File: src/rtl/cpu_pkg.sv
// Shared definitions for the CPU sequencer: datapath widths, opcode
// constants, FSM state encoding and a small opcode classifier.
//
// With SEQ_SINGLE_STEP_EN defined the state encoding grows to 4 bits to
// make room for the STEP_WAIT state.
package cpu_pkg;

    localparam int OPCODE_W = 4;
    localparam int ADDR_W   = 12;
    localparam int CNT_W    = 16;

`ifdef SEQ_SINGLE_STEP_EN
    localparam int STATE_W = 4;
`else
    localparam int STATE_W = 3;
`endif

    typedef enum logic [STATE_W-1:0] {
        ST_IDLE    = STATE_W'(0),
        ST_IFETCH  = STATE_W'(1),
        ST_LATCH   = STATE_W'(2),
        ST_DECODE  = STATE_W'(3),
        ST_EXEC    = STATE_W'(4),
        ST_MEMWAIT = STATE_W'(5),
        ST_WB      = STATE_W'(6),
        ST_HALT    = STATE_W'(7)
`ifdef SEQ_SINGLE_STEP_EN
        ,
        ST_STEP_WAIT = STATE_W'(8)
`endif
    } state_e;

    localparam logic [OPCODE_W-1:0] OP_NOP = 4'h0;
    localparam logic [OPCODE_W-1:0] OP_LDA = 4'h1;
    localparam logic [OPCODE_W-1:0] OP_STA = 4'h2;
    localparam logic [OPCODE_W-1:0] OP_ADD = 4'h3;
    localparam logic [OPCODE_W-1:0] OP_SUB = 4'h4;
    localparam logic [OPCODE_W-1:0] OP_JMP = 4'h5;
    localparam logic [OPCODE_W-1:0] OP_JZ  = 4'h6;
    localparam logic [OPCODE_W-1:0] OP_HLT = 4'hF;

    // Opcodes 7..E are unassigned.
    function automatic logic is_legal(input logic [OPCODE_W-1:0] op);
        return (op <= OP_JZ) || (op == OP_HLT);
    endfunction

endpackage

File: src/rtl/seq_timeout.sv
// Loadable down-counter used as the memory-handshake watchdog.
//
// Ports:
//   clk, rst_n  clock, asynchronous active-low reset (counter clears to 0)
//   load        load load_val (has priority over dec)
//   load_val    reload value
//   dec         count down by one; holds at zero
//   expired     count is zero (terminal count)
module seq_timeout #(
    parameter int W = 4
) (
    input  logic         clk,
    input  logic         rst_n,
    input  logic         load,
    input  logic [W-1:0] load_val,
    input  logic         dec,
    output logic         expired
);

    logic [W-1:0] cnt_q;

    always_ff @(posedge clk or negedge rst_n) begin
        if (!rst_n) begin
            cnt_q <= '0;
        end else if (load) begin
            cnt_q <= load_val;
        end else if (dec && (cnt_q != '0)) begin
            cnt_q <= cnt_q - W'(1);
        end
    end

    assign expired = (cnt_q == '0);

endmodule

File: src/rtl/cpu_sequencer.sv
// Control sequencer for a small accumulator CPU: fetch, decode, execute,
// data-memory access and write-back, with a memory-handshake watchdog.
//
// Ports:
//   clk, rst_n              clock, asynchronous active-low reset
//   run                     level; allows leaving IDLE and continuing after WB
//   in_opcode               opcode from the fetch-stage register
//   acc_zero                accumulator-zero flag (JZ condition)
//   imem_req / imem_ready   instruction-memory read handshake
//   dmem_req, dmem_we /
//   dmem_ready              data-memory handshake (dmem_we=1 is a write)
//   fetch_ce, pc_inc        fetch-register load and PC increment (LATCH)
//   pc_load                 PC load from address (JMP, taken JZ)
//   alu_ce, acc_we          ALU operate / accumulator write
//   state                   current FSM state encoding
//   halted, fault, illegal  status (fault and illegal are sticky)
//   instr_count             retired-instruction counter, wraps
//   step                    single-step advance (only with SEQ_SINGLE_STEP_EN)
//
// Build option: define SEQ_SINGLE_STEP_EN to add the step input and the
// STEP_WAIT state; WB then waits for a rising edge of step instead of run.
//
// State      | meaning
// -----------+-----------------------------------------------------------
// IDLE       | waiting for run
// IFETCH     | imem_req held until imem_ready (watchdog armed)
// LATCH      | load fetch register, advance PC
// DECODE     | classify opcode, flag illegal opcodes (executed as NOP)
// EXEC       | branch strobes, or dispatch to MEMWAIT / HALT / WB
// MEMWAIT    | dmem_req held until dmem_ready (watchdog armed)
// WB         | retire: instr_count + 1
// HALT       | HLT or watchdog fault; exit only through reset
// STEP_WAIT  | single-step builds only: wait for rising edge of step
module cpu_sequencer
    import cpu_pkg::*;
#(
    parameter int               MEM_TIMEOUT = 15,
    // Reset value of instr_count; 0 for normal use.
    parameter logic [CNT_W-1:0] CNT_PRESET  = '0
) (
    input  logic                clk,
    input  logic                rst_n,
    input  logic                run,
    input  logic [OPCODE_W-1:0] in_opcode,
    input  logic                acc_zero,
    input  logic                imem_ready,
    input  logic                dmem_ready,
`ifdef SEQ_SINGLE_STEP_EN
    input  logic                step,
`endif
    output logic                imem_req,
    output logic                dmem_req,
    output logic                dmem_we,
    output logic                fetch_ce,
    output logic                pc_inc,
    output logic                pc_load,
    output logic                alu_ce,
    output logic                acc_we,
    output logic [STATE_W-1:0]  state,
    output logic                halted,
    output logic                fault,
    output logic                illegal,
    output logic [CNT_W-1:0]    instr_count
);

    localparam int              TO_W    = $clog2(MEM_TIMEOUT + 1);
    localparam logic [TO_W-1:0] TO_LOAD = TO_W'(MEM_TIMEOUT - 1);

    state_e                state_q, state_d;
    logic [OPCODE_W-1:0]   op_q;
    logic                  illegal_q;
    logic                  fault_q;
    logic [CNT_W-1:0]      count_q;
    logic                  timeout_hit;
    logic                  to_load;
    logic                  to_dec;
    logic                  to_expired;
    logic                  waiting;

`ifdef SEQ_SINGLE_STEP_EN
    logic                  step_q;
    always_ff @(posedge clk or negedge rst_n) begin
        if (!rst_n) step_q <= 1'b0;
        else        step_q <= step;
    end
`endif

    // The watchdog reloads only on the entering transition, so a wait state
    // gets exactly MEM_TIMEOUT cycles including its first one.
    assign waiting = (state_q == ST_IFETCH) || (state_q == ST_MEMWAIT);
    assign to_load = ((state_d == ST_IFETCH) || (state_d == ST_MEMWAIT)) && (state_d != state_q);
    assign to_dec  = waiting;

    seq_timeout #(
        .W (TO_W)
    ) u_timeout (
        .clk      (clk),
        .rst_n    (rst_n),
        .load     (to_load),
        .load_val (TO_LOAD),
        .dec      (to_dec),
        .expired  (to_expired)
    );

    always_ff @(posedge clk or negedge rst_n) begin
        if (!rst_n) begin
            state_q   <= ST_IDLE;
            op_q      <= OP_NOP;
            illegal_q <= 1'b0;
            fault_q   <= 1'b0;
            count_q   <= CNT_PRESET;
        end else begin
            state_q <= state_d;
            if (state_q == ST_DECODE) begin
                op_q <= is_legal(in_opcode) ? in_opcode : OP_NOP;
                if (!is_legal(in_opcode)) illegal_q <= 1'b1;
            end
            if (timeout_hit) fault_q <= 1'b1;
            if (state_q == ST_WB) count_q <= count_q + CNT_W'(1);
        end
    end

    always_comb begin
        state_d     = state_q;
        imem_req    = 1'b0;
        dmem_req    = 1'b0;
        dmem_we     = 1'b0;
        fetch_ce    = 1'b0;
        pc_inc      = 1'b0;
        pc_load     = 1'b0;
        alu_ce      = 1'b0;
        acc_we      = 1'b0;
        timeout_hit = 1'b0;
        case (state_q)
            ST_IDLE: begin
                if (run) state_d = ST_IFETCH;
            end
            ST_IFETCH: begin
                imem_req = 1'b1;
                if (imem_ready) begin
                    state_d = ST_LATCH;
                end else if (to_expired) begin
                    state_d     = ST_HALT;
                    timeout_hit = 1'b1;
                end
            end
            ST_LATCH: begin
                fetch_ce = 1'b1;
                pc_inc   = 1'b1;
                state_d  = ST_DECODE;
            end
            ST_DECODE: begin
                state_d = ST_EXEC;
            end
            ST_EXEC: begin
                case (op_q)
                    OP_LDA, OP_STA, OP_ADD, OP_SUB: state_d = ST_MEMWAIT;
                    OP_JMP: begin
                        pc_load = 1'b1;
                        state_d = ST_WB;
                    end
                    OP_JZ: begin
                        pc_load = acc_zero;
                        state_d = ST_WB;
                    end
                    OP_HLT:  state_d = ST_HALT;
                    default: state_d = ST_WB;
                endcase
            end
            ST_MEMWAIT: begin
                dmem_req = 1'b1;
                dmem_we  = (op_q == OP_STA);
                if (dmem_ready) begin
                    alu_ce  = (op_q == OP_ADD) || (op_q == OP_SUB);
                    acc_we  = (op_q == OP_ADD) || (op_q == OP_SUB) || (op_q == OP_LDA);
                    state_d = ST_WB;
                end else if (to_expired) begin
                    state_d     = ST_HALT;
                    timeout_hit = 1'b1;
                end
            end
            ST_WB: begin
`ifdef SEQ_SINGLE_STEP_EN
                state_d = ST_STEP_WAIT;
`else
                state_d = run ? ST_IFETCH : ST_IDLE;
`endif
            end
`ifdef SEQ_SINGLE_STEP_EN
            ST_STEP_WAIT: begin
                if (step && !step_q) state_d = ST_IFETCH;
            end
`endif
            ST_HALT: begin
                state_d = ST_HALT;
            end
            default: begin
                state_d = ST_IDLE;
            end
        endcase
    end

    assign state       = state_q;
    assign halted      = (state_q == ST_HALT);
    assign fault       = fault_q;
    assign illegal     = illegal_q;
    assign instr_count = count_q;

endmodule

File: config.mk
export PLATFORM = sky130hd
export DESIGN_NAME = cpu_sequencer
export DESIGN_NICKNAME = d
export VERILOG_FILES = /design/src/rtl/cpu_pkg.sv /design/src/rtl/seq_timeout.sv /design/src/rtl/cpu_sequencer.sv
export SDC_FILE = /design/constraint.sdc
export NUM_CORES = 1
export LEC_CHECK = 0
export BUFFER_PORTS_ARGS = -buffer_cell sky130_fd_sc_hd__buf_2
export CAP_MARGIN = 10
export CELL_PAD_IN_SITES_DETAIL_PLACEMENT = 1
export CELL_PAD_IN_SITES_GLOBAL_PLACEMENT = 2
export CORE_MARGIN = 3
export CORE_UTILIZATION = 32
export CTS_BUF_LIST = sky130_fd_sc_hd__clkbuf_4 sky130_fd_sc_hd__clkbuf_8 sky130_fd_sc_hd__clkbuf_16
export CTS_CLUSTER_DIAMETER = 200
export DETAILED_ROUTE_END_ITERATION = 10
export GPL_ROUTABILITY_DRIVEN = 0
export PLACE_DENSITY_LB_ADDON = 0.1
export SYNTH_ARGS = -nofsm -noshare
export SYNTH_HDL_FRONTEND = slang
export SYNTH_SLANG_ARGS = --single-unit
File: constraint.sdc
create_clock -name clk -period 1.8 [get_ports clk]
set_input_delay 0.36 -clock clk [delete_from_list [all_inputs] [get_ports clk]]
set_output_delay 0.36 -clock clk [all_outputs]
set_load 0.005 [all_outputs]
# After elaboration in Yosys (flattened, before gate mapping)
# Index checks and enable logic that the tools add are counted.
# totals
reg_bits	29
wordCells	65
output_inout_bits	30
in_bits	10
# op_classes
bitwise_logic	1
mux	24
reduce_logical	13
n_lt_le_gt_ge	1
n_addsub	2
n_eq_ne	18
# ops
op	n
$pmux W3 S8	1
$add A16 B1 Y16 const B	1
$eq A3 B3 Y1 const B	5
$mux W1	13
$eq A4 B3 Y1 const B	3
$mux W3	4
$mux W4	3
$eq A4 B2 Y1 const B	2
$eq A4 B4 Y1 const B	2
$eq A3 B1 Y1 const B	2
$eq A3 B2 Y1 const B	2
$logic_or A1 B1 Y1	5
$eq A4 B1 Y1 const B	1
$le A4 B3 Y1 const B	1
$logic_not A4 Y1	1
$pmux W1 S2	2
$pmux W2 S2	1
$reduce_bool A4 Y1	1
$reduce_or A4 Y1	1
$sub A4 B1 Y4 const B	1
$logic_not A3 Y1	1
$ne A3 B3 Y1	1
$logic_and A1 B1 Y1	2
$reduce_and A2 Y1	1
other kinds (2)	2

# Depth between registers and ports, before layout
# Gate-level depths: netlist of the first run.
# depth
depth_word	8
mapped_depth	7
mapped_depth_nobuf	7

# By module
# Synthesis of the first run repeated with hierarchy kept, for this count alone.
# unflattened
cells_unflattened	164
hier_area_um2	1639.1
# modules_own_cells
mod	seq_area_each_um2	n_inst	area_per_inst_um2	cells_each
cpu_sequencer	625.6	1	1368.8	137
seq_timeout	100.1	1	270.3	27

# Least setup slack after synthesis of the first run
# Ideal clock, no wire load.
# synth_timing
path_type	register -> register
from	register op_q[0]
to	register u_timeout.cnt_q[3]
path_stages_with_launch	6
n_path_buf	1
t_arrival_ns	1.427
t_required_ns	1.674
slack_ns	0.247
period_less_slack_ns	1.553
setup_time_ns	0.126
cell_sequence	dfrtp_1 -> buf_6 -> or3_4 -> a31oi_4 -> nor3_2 -> a221o_1
# synth_via
elab_chain_len	8
word_cells_on_any_way	15
classes_between	8 x eq/ne; 3 x mux; 4 x reduce/logical
# synth_rtl
element	line	text
start: declaration	cpu_sequencer.sv:70	logic [OPCODE_W-1:0] op_q;
start signal: assignment	cpu_sequencer.sv:115	op_q <= is_legal(in_opcode) ? in_opcode : OP_NOP;
$eq A4 B2 Y1 (tied with other cells)	cpu_sequencer.sv:156	case (op_q)
$reduce_or A4 Y1	cpu_sequencer.sv:156	
$pmux W2 S2 (*)	cpu_sequencer.sv:156	
$pmux W3 S8 (*)	cpu_sequencer.sv:134	case (state_q)
$eq A3 B1 Y1 / $eq A3 B3 Y1 (equally long branches)	cpu_sequencer.sv:91	assign to_load = ((state_d == ST_IFETCH) || (state_d == ST_MEMWAIT)) && (state_d != state_q);
$logic_or A1 B1 Y1	cpu_sequencer.sv:91	
$logic_and A1 B1 Y1 (*)	cpu_sequencer.sv:91	
$mux W4 / $reduce_bool A2 Y1 (equally long branches)	n/a	
end signal: assignment	seq_timeout.sv:26	cnt_q <= load_val;
end signal: assignment	seq_timeout.sv:28	cnt_q <= cnt_q - W'(1);
end: declaration	seq_timeout.sv:20	logic [W-1:0] cnt_q;
# Every way passes the cells marked *; elsewhere a longest branch is shown, timed or not.
# A chain may end at the register's enable or synchronous reset.

# Final worst setup path of the first run
# layout_timing
from	register state_q[2] (netlist: state[2])
to	output dmem_we
# layout_via
elab_chain_len	2
# layout_rtl
element	line	text
start: declaration	cpu_sequencer.sv:69	state_e state_q, state_d;
start signal: assignment	cpu_sequencer.sv:113	state_q <= state_d;
$eq A3 B3 Y1	cpu_sequencer.sv:134	
$mux W1	cpu_sequencer.sv:134	
end: declaration	cpu_sequencer.sv:53	output logic dmem_we,
# Every way passes these cells.

==> flow_metrics.env, run 1 <==
export IMPL_status="complete, no violations"
export IMPL_synthesis_nets=183
export IMPL_critical_path_arrival_ps=1350
export IMPL_cts_made_buffers=5
export IMPL_multiInputGateArea_um2=852
export IMPL_ys_seq_elements=29
export IMPL_drv_slew=0
export IMPL_via_count=1449
export IMPL_seq_area_um2=732
export IMPL_ioPinCount=40
export IMPL_clkPwrFrac=0.223
export IMPL_grt_max_degree=30
export IMPL_finalSetupViolCount=0
export IMPL_combPwrFrac=0.428
export IMPL_total_power_mw=3.19
export IMPL_viasPerCell=5.03
export IMPL_async_flop_share=1.00
export IMPL_clock_sinks=29
export IMPL_initial_utilization=0.339
export IMPL_areaGrowthSynthToFinish_pct=27.6
export IMPL_syn_inst=171
export IMPL_p_leak_nw=1.01
export IMPL_cts_tree="built"
export IMPL_synth_edf_count=0
export IMPL_cp_required_ps=1440
export IMPL_cts_root_buf="clkbuf_8"
export IMPL_critical_path_top_delay_family="flip-flops"
export IMPL_ys_top_cells_by_area="dfrtp_1 (44%), xnor2_1 (6.4%), nand2_1 (5.0%)"
export IMPL_peakVddDrop_uv=539
export IMPL_yosys_area_top_type_share=0.444
export IMPL_timing_hold_ws_ps=109
export IMPL_max_freq_mhz=586
export IMPL_synth_cell_types=48
export IMPL_grt_use_met3=0.0394
export IMPL_clk_pin_slew_ps=70
export IMPL_synth_area_leader_cell="dfrtp_1"
export IMPL_power_switching_mw=1.20
export IMPL_grtUsageMet1=0.182
export IMPL_skew_ps=4.63
export IMPL_worstSetupStartpointType="register"
export IMPL_nNetsFinal=232
export IMPL_antenna_found_initial=0
export IMPL_drt_iter0_drc=86
export IMPL_die_h_um=77.5
export IMPL_finalWirelength_mm=4.23
export IMPL_busiest_layer="met2"
export IMPL_drcViolationCount=0
export IMPL_tightestPinTransition_ps=658
export IMPL_post_route_period_util=0.949
export IMPL_worstPathCellList="buf_4 > nand2_1 > and4bb_2 > buf_2"
export IMPL_ys_warnings_count=0
export IMPL_syn_avg_cell_area_um2=9.56
export IMPL_port_buffers=39
export IMPL_grt_pass1_vias=1453
export IMPL_met2_usage=0.250
export IMPL_cts_hold_buf=0
export IMPL_grt_pass1_wl_mm=7.05
export IMPL_syn_area_um2=1640
export IMPL_hpwlAfterDp_mm=3.12
export IMPL_hp_class="in2async"
export IMPL_wl_per_cell_um=14.7
export IMPL_final_layout_size_suffix_gt1_frac=0.357
export IMPL_power_density_nw_per_um2=1530
export IMPL_max_stage_delay_ps=460
export IMPL_seq_area_frac_synth=0.444
export IMPL_die_area_um2=6000
export IMPL_num_fill_cells=602
export IMPL_insertion_delay_ps=280
export IMPL_path_class="reg2out"
export IMPL_track_usage=0.149
export IMPL_critPathCaptureType="primary output"
export IMPL_path_max_fanout=7
export IMPL_hold_viol_final=0
export IMPL_first_pass_iters=4
export IMPL_drv_cap=0
export IMPL_critPathBufInv=2
export IMPL_die_w_um=77.5
export IMPL_antenna_left=0
export IMPL_finalCriticalPeriod_ps=1710
export IMPL_grt_overflow=0
export IMPL_n_antenna_cell=0
export IMPL_core_area_um2=4820
export IMPL_cpMaxStageDelayCell="dfrtp_2"
export IMPL_synth_ff_type="dfrtp_1"
export IMPL_p_int_mw=1.99
export IMPL_htree_levels=2
export IMPL_rows=25
export IMPL_slew_limit_headroom=0.561
export IMPL_cts_buffer_depth=2
export IMPL_swShare=0.376
export IMPL_pwr_share_seq=0.350
## final cells by class
type                            count  area share
Inverter                            5     0.00899
Multi-Input combinational cell    128       0.408
Timing Repair Buffer               51       0.134
Tap cell                           67      0.0402
Clock buffer                        7      0.0432
Sequential cell                    29       0.351
Clock inverter                      1      0.0144
## per-stage QoR
| stage | cells | util | setup slack [ps] | setup TNS, ps | instance area [um^2] |
|---|---|---|---|---|---|
| floorplan | 171 | - | 247 | 0 | 1640 |
| global placement | 273 | 0.392 | 129 | 0 | 1890 |
| detailed placement | 273 | 0.392 | 59.7 | 0 | 1890 |
| CTS | 281 | 0.419 | 10.2 | 0 | 2020 |
| global route | 288 | 0.433 | -2.33 | -2.33 | 2090 |
| finish | 288 | 0.433 | 92.3 | 0 | 2090 |
## cells by family (layout without fill, tap and decap cells)
kind of cell,count (synthesis),count (layout),synth area share
simple gates,76,76,0.256
fa+ha+maj,2,2,0.0153
xor+xnor,17,17,0.0910
mux,3,3,0.0191
flops,29,29,0.444
compound gates,30,30,0.124
buf+inv,14,64,0.0505
## cell usage after synthesis, types with 3 or more instances
master,count
xor2_1,5
o21ai_0,13
nand3_1,5
inv_1,4
and3_1,8
nand4_1,5
a21oi_1,7
nand2_1,22
dfrtp_1,29
nor2_1,15
xnor2_1,12
buf_4,3
## metal layers
layer	share of wire	vias up	wire length, um
met5	0	-	0
met4	0.017	0	74
met3	0.046	6	196
met2	0.48	37	2050
met1	0.45	712	1910
li1	-	694	-
## cell usage in the layout (no fill, tap or decap), types with 2 or more instances in the layout
cell / n
mux2i_1: 2
a21oi_1: 7
nor3_1: 2
clkbuf_2: 2
xor2_1: 5
buf_4: 10
inv_1: 4
buf_2: 39
ha_1: 2
nand3_1: 5
clkbuf_8: 6
dfrtp_1: 24
o21ai_0: 12
o21ai_1: 2
nor2_1: 15
and3_1: 8
nor3b_1: 2
dfrtp_2: 5
nand2_1: 22
xnor2_1: 12
nand4_1: 5
## flip-flops by register name (all words and copies together) (netlist names)
name,count
instr_count,16
op_q,4
u_timeout.cnt_q,4
state,3
fault,1
illegal,1
## what timing repair did
action / in CTS / in global routing
endpoints found under the setup margin: 5 / 8
buffers inserted: 0 / 7
gates resized for setup: 5 / 6
## worst register-to-register path: cells and delay by family, from the launching register on
family                 cells  cell delay, ps
AOI/OAI and AO/OA          1             300
buffers and inverters      1             170
DFF                        1             460
and+or+nand+nor            2             610
## power groups by stage
| stage | Combinational [mW] | Sequential (mW) | Clock, mW |
|---|---|---|---|
| final | 1.36 | 1.11 | 0.710 |
| after global routing | 1.54 | 1.16 | 0.764 |
| after CTS | 1.20 | 1.14 | 0.727 |
| after detailed placement | 1.19 | 1.13 | 0 |
| after global placement | 1.16 | 1.11 | 0 |
| after floorplan | 0.967 | 0.982 | 0 |
## final timing paths
path / slack, ps / cells after the start / start / endpoint
max: 90 / 4 / state[2]$_DFF_PN0_ / dmem_we
max in group asynchronous: 1220 / 1 / rst_n / state[2]$_DFF_PN0_
min: 110 / 1 / rst_n / instr_count[4]$_DFFE_PN0N_
min reg2reg: 470 / 1 / illegal$_DFFE_PN0P_ / illegal$_DFFE_PN0P_
max reg2reg: 140 / 4 / state[1]$_DFF_PN0_ / u_timeout.cnt_q[3]$_DFFE_PN0P_
min in group clk: 390 / 3 / in_opcode[1] / op_q[1]$_DFFE_PN0P_
(Power assumes the default switching activity.)
==> inputs of run 2 (changes only) <==
--- a/config.mk
+++ b/config.mk
@@ -9,7 +9,7 @@
 export CAP_MARGIN = 10
 export CELL_PAD_IN_SITES_DETAIL_PLACEMENT = 1
 export CELL_PAD_IN_SITES_GLOBAL_PLACEMENT = 2
-export CORE_MARGIN = 3
+export CORE_MARGIN = 5
 export CORE_UTILIZATION = 32
 export CTS_BUF_LIST = sky130_fd_sc_hd__clkbuf_4 sky130_fd_sc_hd__clkbuf_8 sky130_fd_sc_hd__clkbuf_16
 export CTS_CLUSTER_DIAMETER = 200
==> flow_metrics.env, run 2 (synthesized netlist as in run 1, its figures left out) <==
export IMPL_initial_utilization=0.324
export IMPL_die_h_um=81.5
export IMPL_drcViolationCount=0
export IMPL_preCtsSetupSlack_ps=44.8
export IMPL_worstSetupStartpointType="register"
export IMPL_tightestPinTransition_ps=665
export IMPL_largest_register_ffs=16
export IMPL_cts_root_buf="clkbuf_8"
export IMPL_power_switching_mw=1.18
export IMPL_rsz0062_at_grt="false"
export IMPL_port_buffers=39
export IMPL_clock_sinks=29
export IMPL_p_int_mw=1.85
export IMPL_critical_path_arrival_ps=1350
export IMPL_finalSetupViolCount=0
export IMPL_grt_max_degree=30
export IMPL_skew_ps=4.72
export IMPL_core_area_um2=5040
export IMPL_grt_overflow=0
export IMPL_path_max_fanout=6
export IMPL_combPwrFrac=0.432
export IMPL_cts_tree="built"
export IMPL_die_w_um=81.5
export IMPL_ff2ff_setup_slack_ps=120
export IMPL_clkPwrFrac=0.196
export IMPL_drv_slew=0
export IMPL_path_class="reg2out"
export IMPL_htree_levels=2
export IMPL_finalWirelength_mm=4.14
export IMPL_p_leak_nw=0.992
export IMPL_met2_usage=0.236
export IMPL_fin_setup_tns_ps=0
export IMPL_hpwlAfterDp_mm=3.10
export IMPL_critPathCaptureType="primary output"
export IMPL_viasPerCell=4.91
export IMPL_status="complete, no violations"
export IMPL_max_freq_mhz=584
export IMPL_finalCriticalPeriod_ps=1710
export IMPL_nNetsFinal=231
export IMPL_wl_per_cell_um=14.3
export IMPL_layout_common_cells="buf_2 (40), dfrtp_1 (24), nand2_1 (22)"
export IMPL_antenna_left=0
export IMPL_first_pass_iters=4
export IMPL_grt_use_met3=0.0351
export IMPL_hp_class="in2async"
export IMPL_grt_pass1_wl_mm=7.28
export IMPL_clk_pin_slew_ps=60
export IMPL_drt_iter0_drc=117
export IMPL_final_layout_size_suffix_gt1_frac=0.364
export IMPL_areaGrowthSynthToFinish_pct=26.0
export IMPL_worst_slack_ps=87.7
export IMPL_cts_buffer_depth=2
export IMPL_peakVddDrop_uv=517
export IMPL_slew_limit_headroom=0.556
export IMPL_drv_cap=0
export IMPL_antenna_found_initial=0
export IMPL_track_usage=0.142
export IMPL_die_area_um2=6640
export IMPL_n_antenna_cell=0
export IMPL_busiest_layer="met2"
export IMPL_layout_commonest_cell="buf_2"
export IMPL_cp_required_ps=1440
export IMPL_grt_pass1_vias=1512
export IMPL_via_count=1423
export IMPL_swShare=0.389
export IMPL_rows=26
export IMPL_ioPinCount=40
export IMPL_cts_made_buffers=5
export IMPL_pwr_share_seq=0.372
export IMPL_hold_viol_final=0
export IMPL_timing_hold_ws_ps=113
export IMPL_grtUsageMet1=0.177
export IMPL_insertion_delay_ps=280
export IMPL_power_density_nw_per_um2=1470
export IMPL_cts_hold_buf=0
export IMPL_post_route_period_util=0.951
-- run 2: changes by cell type in the layout (fill, tap and decap cells not counted), sizes merged --
cell / change
clkbuf: -2
buf: +1
bufinv: -1
clkinv: +1
-- run 2: path summary, 6_finish.rpt --
kind,start,end,cells past startpoint
min in group clk,in_opcode[2],op_q[2]$_DFFE_PN0P_,3
min reg2reg,fault$_DFFE_PN0P_,fault$_DFFE_PN0P_,1
min,rst_n,instr_count[8]$_DFFE_PN0N_,1
max reg2reg,state[1]$_DFF_PN0_,u_timeout.cnt_q[3]$_DFFE_PN0P_,4
max in group asynchronous,rst_n,state[1]$_DFF_PN0_,1
max,state[0]$_DFF_PN0_,pc_load,3
-- run 2: worst max-delay path: stages, from the launching register on --
cell and delay [ps]:
dfrtp_2 460, nor4b_2 310, and3_1 190, buf_2 110
-- run 2: power groups by stage --
stage | logic, mW | registers (mW) | clock network, mW
2_1_floorplan | 0.967 | 0.982 | 0
3_3_place_gp | 1.13 | 1.13 | 0
6_report | 1.31 | 1.12 | 0.593
3_5_place_dp | 1.15 | 1.14 | 0
5_1_grt | 1.50 | 1.16 | 0.649
4_1_cts | 1.16 | 1.15 | 0.615
-- run 2: area by class of cell --
cell class | instances | area (um^2)
fillers | 617 | 2980
well taps | 70 | 87.6
inverters | 5 | 18.8
repair buffers | 50 | 275
clock buffers | 7 | 96.3
multi-input cells | 128 | 846
flip-flops and latches | 29 | 732
clock inverters | 1 | 5.00
-- run 2: timing repair --
action                                  4_1_cts  5_1_grt
endpoints found under the setup margin        5        7
buffers inserted                              0        7
resized for setup                             5        5
-- run 2: per-layer routing --
metal / up-vias / part of all wire
li1: 688 / -
met1: 695 / 0.47
met2: 35 / 0.46
met3: 5 / 0.051
met4: 0 / 0.017
met5: - / 0
-- run 2: stage by stage --
step                      std cells  cell area (um^2)  power, mW  utilization
after floorplan                 171              1640       1.95            -
after global placement          275              1880       2.27        0.374
after detailed placement        275              1880       2.30        0.374
after CTS                       283              2000       2.93        0.396
after global routing            290              2060       3.31        0.409
final                           290              2060       3.02        0.409
==> inputs of run 3 (changes only) <==
--- a/config.mk
+++ b/config.mk
@@ -5,14 +5,16 @@
 export SDC_FILE = /design/constraint.sdc
 export NUM_CORES = 1
 export LEC_CHECK = 0
+export ABC_AREA = 1
 export BUFFER_PORTS_ARGS = -buffer_cell sky130_fd_sc_hd__buf_2
 export CAP_MARGIN = 10
 export CELL_PAD_IN_SITES_DETAIL_PLACEMENT = 1
 export CELL_PAD_IN_SITES_GLOBAL_PLACEMENT = 2
 export CORE_MARGIN = 5
-export CORE_UTILIZATION = 32
+export CORE_UTILIZATION = 29
 export CTS_BUF_LIST = sky130_fd_sc_hd__clkbuf_4 sky130_fd_sc_hd__clkbuf_8 sky130_fd_sc_hd__clkbuf_16
 export CTS_CLUSTER_DIAMETER = 200
+export CTS_CLUSTER_SIZE = 25
 export DETAILED_ROUTE_END_ITERATION = 10
 export GPL_ROUTABILITY_DRIVEN = 0
 export PLACE_DENSITY_LB_ADDON = 0.1
==> flow_metrics.env, run 3 <==
export IMPL_ys_top_cells_by_area="dfrtp_1 (41%), nand2_1 (13%), inv_1 (7.9%)"
export IMPL_seq_area_frac_synth=0.411
export IMPL_hpwlAfterDp_mm=3.77
export IMPL_clkPwrFrac=0.454
export IMPL_grt_pass1_wl_mm=8.02
export IMPL_worstPathCellList="buf_4 > buf_4 > nand2_1 > inv_1 > buf_2"
export IMPL_met1_length_mm=2.41
export IMPL_peakVddDrop_uv=187
export IMPL_routed_wl_met3_um=181
export IMPL_p_int_uw=984
export IMPL_tightestPinTransition_ps=455
export IMPL_hold_viol_final=0
export IMPL_dp_cells=358
export IMPL_nNetsFinal=310
export IMPL_max_stage_delay_ps=500
export IMPL_initial_utilization=0.298
export IMPL_synth_area_leader_cell="dfrtp_1"
export IMPL_clock_sinks=29
export IMPL_worstSetupStartpointType="register"
export IMPL_swShare=0.221
export IMPL_via_count=1722
export IMPL_rows=28
export IMPL_preCtsSetupSlack_ps=192
export IMPL_syn_inst=243
export IMPL_critPathCaptureType="primary output"
export IMPL_track_usage=0.133
export IMPL_wl_per_cell_um=13.0
export IMPL_crit_path_frequent_cell="buf_4"
export IMPL_drt_iter0_drc=32
export IMPL_cts_buffer_depth=2
export IMPL_async_flop_share=1.00
export IMPL_worst_slack_ps=52.4
export IMPL_antenna_left=0
export IMPL_cpMaxStageDelayCell="dfrtp_2"
export IMPL_largest_register_ffs=16
export IMPL_slew_limit_headroom=0.695
export IMPL_final_area_um2=2230
export IMPL_drcViolationCount=0
export IMPL_port_buffers=39
export IMPL_multiInputGateArea_um2=880
export IMPL_finalWirelength_mm=4.86
export IMPL_die_area_um2=7750
export IMPL_drv_cap=0
export IMPL_power_density_nw_per_um2=566
export IMPL_path_max_fanout=7
export IMPL_drv_slew=0
export IMPL_yosys_area_top_type_share=0.411
export IMPL_synth_ff_type="dfrtp_1"
export IMPL_power_switching_uw=279
export IMPL_syn_area_um2=1770
export IMPL_ioPinCount=40
export IMPL_total_power_mw=1.26
export IMPL_max_freq_mhz=572
export IMPL_cp_required_ps=1440
export IMPL_insertion_delay_ps=280
export IMPL_dpl_instance_area_um2=2060
export IMPL_final_layout_size_suffix_gt1_frac=0.272
export IMPL_critical_path_arrival_ps=1390
export IMPL_skew_ps=7.15
export IMPL_synthesis_nets=255
export IMPL_seq_area_um2=729
export IMPL_yosys_top_cells_count="nand2_1 (62), inv_1 (37), nor2_1 (30), dfrtp_1 (29), nand3_1 (23)"
export IMPL_cts_root_buf="clkbuf_8"
export IMPL_routed_top_layer="met4"
export IMPL_cts_tree="built"
export IMPL_htree_levels=2
export IMPL_combPwrFrac=0.028
export IMPL_num_fill_cells=781
export IMPL_grt_pass1_vias=1703
export IMPL_path_class="reg2out"
export IMPL_wl_met2_mm=2.17
export IMPL_synth_cell_types=28
export IMPL_hp_class="in2async"
export IMPL_layout_commonest_cell="nand2_1"
export IMPL_die_h_um=88.0
export IMPL_finalSetupViolCount=0
export IMPL_core_area_um2=5920
export IMPL_areaGrowthSynthToFinish_pct=26.4
export IMPL_die_w_um=88.0
export IMPL_synth_edf_count=0
export IMPL_n_antenna_cell=0
export IMPL_finalCriticalPeriod_ps=1750
export IMPL_grt_max_degree=30
export IMPL_ys_seq_elements=29
export IMPL_layout_cells_non_filler=373
export IMPL_post_route_period_util=0.971
export IMPL_status="complete, no violations"
export IMPL_antenna_found_initial=0
export IMPL_viasPerCell=4.62
export IMPL_timing_hold_ws_ps=80.1
export IMPL_layout_common_cells="nand2_1 (62), buf_2 (39), inv_1 (36)"
export IMPL_p_leak_nw=1.14
export IMPL_grt_overflow=0
export IMPL_cts_made_buffers=5
export IMPL_synth_most_common_cell="nand2_1"
export IMPL_syn_avg_cell_area_um2=7.27
export IMPL_ys_warnings_count=0
export IMPL_pwr_share_seq=0.518
export IMPL_first_pass_iters=4
export IMPL_clk_pin_slew_ps=70
[run 3: final cells by class]
class                      count  share of cell area
clock buffer                   7              0.0404
inverter                      39              0.0689
multi-input combinational    172               0.394
sequential                    29               0.327
tap                           75              0.0420
timing repair buffer          51               0.128
[run 3: worst paths after layout]
check / startpoint / endpoint / slack [ps] / cells past startpoint
max in group asynchronous: rst_n / state[1]$_DFF_PN0_ / 1400 / 2
min: rst_n / fault$_DFFE_PN0P_ / 80 / 2
max reg2reg: state[0]$_DFF_PN0_ / instr_count[9]$_DFFE_PN0N_ / 170 / 9
max: state[0]$_DFF_PN0_ / halted / 50 / 5
min reg2reg: fault$_DFFE_PN0P_ / fault$_DFFE_PN0P_ / 460 / 1
min in group clk: in_opcode[1] / op_q[1]$_DFFE_PN0P_ / 360 / 3
[run 3: power groups by stage]
stage                     combinational (mW)  clock, mW  sequential (mW)
after floorplan                      0.00560          0            0.667
after global placement                0.0373          0            0.666
after detailed placement              0.0372          0            0.666
after CTS                             0.0375      0.591            0.654
after global routing                  0.0418      0.628            0.654
final                                 0.0359      0.573            0.654
[run 3: cells by family (layout without fill, tap and decap cells)]
| group | after synthesis | after routing | synth area share |
|---|---|---|---|
| DFF | 29 | 29 | 0.411 |
| muxes | 1 | 1 | 0.00638 |
| xor gates and xnor gates | 8 | 8 | 0.0397 |
| AOI/OAI and AO/OA | 21 | 21 | 0.0673 |
| buffers and inverters | 42 | 97 | 0.0985 |
| and+or+nand+nor | 140 | 140 | 0.363 |
| adders and majority gates | 2 | 2 | 0.0142 |
[run 3: critical path, delay by kind of cell, from the launching register on]
family / cells / cell delay, ps
buffers and inverters: 4 / 470
DFF: 1 / 500
and+or+nand+nor: 1 / 140
[run 3: repair_timing]
item / CTS / global route
hold buffers: 0 / 0
gates resized for setup: 4 / 3
setup buffers: 0 / 8
endpoints found under the setup margin: 5 / 5
pin swaps: 0 / 1
[run 3: stage by stage]
stage                      util  TNS, ps
final                     0.377        0
after global routing      0.377    -21.8
after CTS                 0.365        0
after detailed placement  0.349        0
after global placement    0.349        0
after floorplan               -        0
[run 3: routing by layer]
layer  track usage  vias up
met3        0.0282        9
met1         0.173      816
met4        0.0618        0
met5             0        -
met2         0.213       27
li1              -      870
